**src/rtl/bram_port_arbiter.sv**
```systemverilog
// -----------------------------------------------------------------------------
// bram_port_arbiter
//
// Lets two requesters share the single port of a BRAM wrapper. m0 is the
// front-panel read/write state machine and m1 is a bulk loader or debug master.
// Accesses are serialised with round-robin arbitration and a req/ack handshake.
// The arbiter drives the wrapper's active-low enable and byte write enables,
// waits out the read latency, and returns registered read data to the
// requester that was granted.
//
// Parameters
//   ADDR_W : requester word-address width (zero-extended to 32 bits, <= 32)
//   RD_LAT : BRAM read latency, enable cycle to valid dout (1..4)
//
// Ports
//   clk, reset                  clock, asynchronous active-high reset
//   mN_req/we/be/addr/wdata     requester N command (sampled only at grant)
//   mN_ack                      one-cycle completion pulse for requester N
//   mN_rdata                    read data, held until N's next read completes
//   bram_addr/din/we/en         to the wrapper (en is active low)
//   bram_dout                   from the wrapper
//   busy                        high whenever the arbiter is not IDLE
//   owner                       index of the current or last granted requester
// -----------------------------------------------------------------------------
module bram_port_arbiter #(
  parameter int ADDR_W = 32,
  parameter int RD_LAT = 1
) (
  input  logic              clk,
  input  logic              reset,

  input  logic              m0_req,
  input  logic              m0_we,
  input  logic [3:0]        m0_be,
  input  logic [ADDR_W-1:0] m0_addr,
  input  logic [31:0]       m0_wdata,
  output logic              m0_ack,
  output logic [31:0]       m0_rdata,

  input  logic              m1_req,
  input  logic              m1_we,
  input  logic [3:0]        m1_be,
  input  logic [ADDR_W-1:0] m1_addr,
  input  logic [31:0]       m1_wdata,
  output logic              m1_ack,
  output logic [31:0]       m1_rdata,

  output logic [31:0]       bram_addr,
  output logic [31:0]       bram_din,
  input  logic [31:0]       bram_dout,
  output logic              bram_en,
  output logic [3:0]        bram_we,

  output logic              busy,
  output logic              owner
);

  typedef enum logic [1:0] {
    IDLE  = 2'd0,
    ISSUE = 2'd1,
    WAIT  = 2'd2,
    ACK   = 2'd3
  } state_t;

  state_t      state, state_nxt;

  // Command register: everything the access needs, captured at grant so the
  // requester may change its inputs freely afterwards.
  logic        cmd_we;
  logic [3:0]  cmd_be;
  logic [31:0] cmd_addr;
  logic [31:0] cmd_wdata;

  logic        owner_q;
  logic [1:0]  wait_cnt;

  logic        grant_valid;
  logic        grant_idx;

  // ---------------------------------------------------------------------------
  // Next-state and grant decision
  // ---------------------------------------------------------------------------
  always_comb begin
    // NOTE: every output of this block gets a default first so no path can
    // leave a value unassigned and infer a latch.
    state_nxt   = state;
    grant_valid = 1'b0;
    grant_idx   = 1'b0;

    unique case (state)
      IDLE: begin
        if (m0_req || m1_req) begin
          grant_valid = 1'b1;
          // Contention goes to whoever did not have the last grant; otherwise
          // the single requester present wins (m1_req alone selects 1).
          grant_idx   = (m0_req && m1_req) ? ~owner_q : m1_req;
          state_nxt   = ISSUE;
        end
      end
      ISSUE:   state_nxt = cmd_we ? ACK : WAIT;
      WAIT:    if (wait_cnt == 2'd0) state_nxt = ACK;
      ACK:     state_nxt = IDLE;
      default: state_nxt = IDLE;
    endcase
  end

  // ---------------------------------------------------------------------------
  // State, command register, wait counter and read-data capture
  // ---------------------------------------------------------------------------
  always_ff @(posedge clk or posedge reset) begin
    if (reset) begin
      state     <= IDLE;
      owner_q   <= 1'b1;  // so m0 wins the first contention
      wait_cnt  <= 2'd0;
      cmd_we    <= 1'b0;
      cmd_be    <= 4'h0;
      cmd_addr  <= 32'h0;
      cmd_wdata <= 32'h0;
      m0_rdata  <= 32'h0;
      m1_rdata  <= 32'h0;
    end else begin
      // NOTE: state registers use non-blocking assignments so every flop
      // samples the pre-edge values regardless of statement order.
      state <= state_nxt;

      if (grant_valid) begin
        owner_q   <= grant_idx;
        cmd_we    <= grant_idx ? m1_we    : m0_we;
        cmd_be    <= grant_idx ? m1_be    : m0_be;
        cmd_addr  <= grant_idx ? 32'(m1_addr) : 32'(m0_addr);
        cmd_wdata <= grant_idx ? m1_wdata : m0_wdata;
      end

      // The counter is loaded with RD_LAT-1 so WAIT lasts exactly RD_LAT cycles.
      if (state == ISSUE && !cmd_we) begin
        wait_cnt <= 2'(RD_LAT - 1);
      end else if (state == WAIT && wait_cnt != 2'd0) begin
        wait_cnt <= wait_cnt - 2'd1;
      end

      if (state == WAIT && wait_cnt == 2'd0) begin
        if (owner_q) m1_rdata <= bram_dout;
        else         m0_rdata <= bram_dout;
      end
    end
  end

  // ---------------------------------------------------------------------------
  // Outputs decoded from state. The wrapper is only enabled during ISSUE;
  // address and data come straight from the command register, which only
  // changes at grant, so they hold their last values everywhere else.
  // ---------------------------------------------------------------------------
  assign bram_addr = cmd_addr;
  assign bram_din  = cmd_wdata;
  assign bram_en   = (state != ISSUE);
  assign bram_we   = (state == ISSUE && cmd_we) ? cmd_be : 4'h0;

  assign m0_ack    = (state == ACK) && !owner_q;
  assign m1_ack    = (state == ACK) &&  owner_q;

  assign busy      = (state != IDLE);
  assign owner     = owner_q;

endmodule

```
**config.mk**
```make
export PLATFORM = sky130hd
export DESIGN_NAME = bram_port_arbiter
export DESIGN_NICKNAME = d
export VERILOG_FILES = /design/src/rtl/bram_port_arbiter.sv
export SDC_FILE = /design/constraint.sdc
export NUM_CORES = 1
export LEC_CHECK = 0
export ABC_CLOCK_PERIOD_IN_PS = 5700
export CAP_MARGIN = 40
export CORE_ASPECT_RATIO = 0.7
export CORE_MARGIN = 3
export CORE_UTILIZATION = 41
export CTS_CLUSTER_SIZE = 10
export DETAILED_ROUTE_END_ITERATION = 7
export PLACE_DENSITY = 0.81
export SKIP_LAST_GASP = 1
export SYNTH_ARGS = -nofsm -noshare
export SYNTH_HDL_FRONTEND = slang
export SYNTH_SLANG_ARGS = --single-unit
```
**constraint.sdc**
```tcl
create_clock -name clk -period 5.7 [get_ports clk]
set_input_delay 1.425 -clock clk [delete_from_list [all_inputs] [get_ports clk]]
set_output_delay 1.425 -clock clk [all_outputs]
set_load 0.03 [all_outputs]
```
### Word-level counts from Yosys, hierarchy flattened

Cells that the tools add are included.

* $add $sub $neg: 1
* eq/ne operators: 6
* muxes and demuxes: 16
* bitwise operators: 1
* reduce and logical (&&, ||, !) cells: 18

Operators with widths (count)
* $mux W32: 2
* $mux W2: 4
* $mux W4: 2
* $pmux W2 S4: 1
* $logic_and A1 B1 Y1: 7
* $mux W1: 7
* $reduce_and A2 Y1: 3
* $reduce_bool A2 Y1: 3
* $eq A2 B2 Y1 const B: 2
* $logic_not A2 Y1: 2
* $ne A2 B1 Y1 const B: 2
* $eq A2 B1 Y1 const B: 1
* $logic_not A1 Y1: 2
* $ne A2 B2 Y1 const B: 1
* $sub A2 B1 Y2 const B: 1
* $logic_or A1 B1 Y1: 1
* $not A1 Y1: 1

* bits in registers: 138
* input port bits: 174
* output and inout bits: 137

### Longest topological paths before layout

* word-level depth: 5
* depth in mapped cells: 8
* gate-level depth less buffers: 5

### Least setup slack after synthesis

No wires, ideal clock.

* path kind: flip-flop to output port
* start point: reg state[1]
* end point: out bram_we[0]
* arrival time: 1.021 ns
* required time: 4.275 ns
* path slack: 3.254 ns
* stages on the path, launching flop included: 4
* cell sequence: dfrtp_1 > inv_1 > ha_1 > and3_1

* word-level cells in the longest chain between the ends: 3

RTL lines
* from (decl): line 65 `state_t state, state_nxt;`
* from (signal assigned): line 124 `state <= state_nxt;`
* $eq A2 B1 Y1: line 156 `assign bram_we = (state == ISSUE && cmd_we) ? cmd_be : 4'h0;`
* $logic_and A1 B1 Y1: line 156
* $mux W4: line 156
* to (decl): line 52 `output logic [3:0] bram_we,`

No other way between the ends.

### Worst setup path after layout

* start point: reg state[1]
* end point: out bram_we[3]

The elaborated chain is that of the path after synthesis.

==> flow_metrics.tcl <==
set metrics [dict create \
    status "complete, no violations" \
    syn2layout_area_growth_pct 59.84 \
    cts_setup_buffers 0 \
    synthArstFlopShare_pct 100.0 \
    worst-setup-path-type "flop to output pin" \
    syn-cell-area_um2 6334 \
    hp-start "m0_rdata[10]" \
    via_per_inst 5.188 \
    hold_buffers 0 \
    r2r_setup_slack_ps 3490 \
    min_period_ps 3519 \
    yosys.area.top_type "dfrtp_1" \
    antenna_found_initial 0 \
    rows 37 \
    cp-end-kind "output pin" \
    gp_congestion 0.9018 \
    grt_pass1_vias 5606 \
    holdWs_ps 503.3 \
    cts.sinks 138 \
    drc 0 \
    maxCapViolations 0 \
    cp_data_required_time_ps 4280 \
    arrival_ps 2090 \
    clk_path_buf_depth 2 \
    wire_per_inst_um 18.24 \
    synth_edf_count 0 \
    overflow 0 \
    core_area_um2 14910 \
    drt-initial-drc-count 261 \
    tns_ps 0 \
    ioPinCount 311 \
    r2r_start "state[0]" \
    hold_viol 0 \
    synth_top_cell_area_share_pct 54.13 \
    cts_tree "built" \
    cts_root_buf "clkbuf_16" \
    die_area_um2 17000 \
    path_max_fanout 6 \
    numCtsBuffers 17 \
    synth_cell_type_count 28 \
    worst_pin_slew_ps 801.2 \
    synth.area.top_cells "dfrtp_1 54%, mux2_2 12%, or3b_1 9.5%" \
    hold_path_depth 1 \
    r2r_end "bram_addr[5]" \
    min_path_type "flop to flop" \
    path_clk_slew_ps 60 \
    drtAntennaViolNets 0 \
    r2r_cells 6 \
    drt_first_pass_iters 4 \
    final_util_pct 67.91 \
    drv_slew 0 \
    fp.dieW_um 154.6 \
    syn_area_per_cell_um2 11.19 \
    grtUsageTotal_pct 22.17 \
    n_antenna_cell 0 \
    start_util_pct 42.49 \
    setup_viol 0 \
    cts_resized 0 \
    fp.dieH_um 110.0 \
    fin_area_um2 10120 \
    ys_seq_elements 138 \
    synthFlopType "dfrtp_1" \
    period_share_pct 61.75 \
    clock_skew_ps 12.60 \
    relSlewSlack_pct 46.59 \
    p_per_area_nw_per_um2 608.3 \
    layout-drive-gt1-share_pct 12.72 \
    vias 5499 \
    synthesis.nets 746 \
    grt_max_degree 102 \
    clk_latency_ps 410 \
    yosysWarnings 0 \
    irDropWorstVdd_uv 299.9 \
    numPortBuffers 310 \
    nets 1032 \
    start_kind "flop" \
    ys_seq_area_share_pct 54.54 \
    fmax_mhz 284.1 \
    hpwl_um 14360 \
    syn_inst 566 \
    power.leakage_nw 3.986 \
    routed_wl_um 19330 \
    grt_pass1_wl_um 29900 \
    cts_max_level 4 \
    rsz0062_at_grt "no" \
    place_area_um2 9554 \
    hold_end "m0_rdata[10]" \
]
per-layer routing:
layer / vias up / wire length (um) / track usage, %
met5: - / 0 / 0
met1: 2672 / 7861 / 27.47
met4: 0 / 339 / 6.049
met3: 22 / 1352 / 6.438
li1: 2610 / - / -
met2: 195 / 9779 / 38.45
state kept, by name, indices dropped and copies added, names as in the netlist:
name	flops
wait_cnt	2
cmd_we	1
m0_rdata	32
state	2
owner	1
bram_din	32
cmd_be	4
m1_rdata	32
bram_addr	32
worst max-delay path by stage:
stage                         from            to  slack [ps]
after floorplan              reset  bram_addr[0]         580
after global placement      m1_req   bram_din[0]        2090
after detailed placement    m1_req     cmd_be[3]        2390
after CTS                 state[1]    bram_we[3]        2150
after global routing      state[1]    bram_we[1]        2070
final                     state[1]    bram_we[3]        2180
cell usage in the layout, fill, tap and decap left out, drive strengths merged:
cell type and instances:
clkdlybuf4s50 310, dfrtp 137, nor2 73, or3b 69
a31oi 69, o21ai 69, mux2 65, clkbuf 18
inv 15, buf 8, ha 6, and3 4
clkinvlp 4, clkinv 3, nand3 2, a211oi 2
and2 2, o21a 1, nand2 1, nor2b 1
a21oi 1, mux2i 1, and2b 1, o22ai 1
xnor2 1, dfstp 1
worst max-delay path, cell delays in order, from the launching register on:
cell and delay (ps):
dfrtp_1 410, inv_1 110, ha_1 280, and3_1 190
clkdlybuf4s50_1 700
area by class of cell:
cell class                 count  area [um^2]
clock buffer                  18        439.2
clock inverter                14        130.1
fill                        1103         4783
inverter                       8        35.03
multi-input combinational    369         2597
sequential                   138         3455
tap                          195        244.0
timing repair buffer         318         3223
synthesized netlist by cell type, types with 2 or more instances:
cell type and instances:
a211oi_1 2, a31oi_1 69, and3_1 4, buf_2 14, buf_6 7, clkbuf_1 27
clkbuf_2 2, dfrtp_1 137, ha_1 6, inv_1 8, mux2_2 65, nand3_1 2
nor2_1 73, o21ai_0 59, o21ai_1 10, or3b_1 69
per-stage QoR:
step | setup WS (ps) | cells | power, mW
after floorplan | 580.5 | 566 | 3.721
after global placement | 2085 | 1025 | 4.998
after detailed placement | 2389 | 1028 | 5.155
after CTS | 2155 | 1060 | 6.216
final | 2181 | 1060 | 6.158
after global routing | 2066 | 1060 | 6.484
report_power, final:
part / switching [mW] / internal (mW) / total (mW)
Combinational: 1.91 / 1.46 / 3.36
Sequential: 0.271 / 1.48 / 1.75
Clock: 0.456 / 0.586 / 1.04
logic make-up after synthesis:
logic type | count (synthesis) | synth area share, %
simple gates | 153 | 14.97
mux | 66 | 11.71
buf+inv | 59 | 4.643
fa+ha+maj | 6 | 1.185
xor+xnor | 1 | 0.1383
compound gates | 143 | 12.80
flops | 138 | 54.54
No activity file was read; power rests on OpenSTA's default activity.
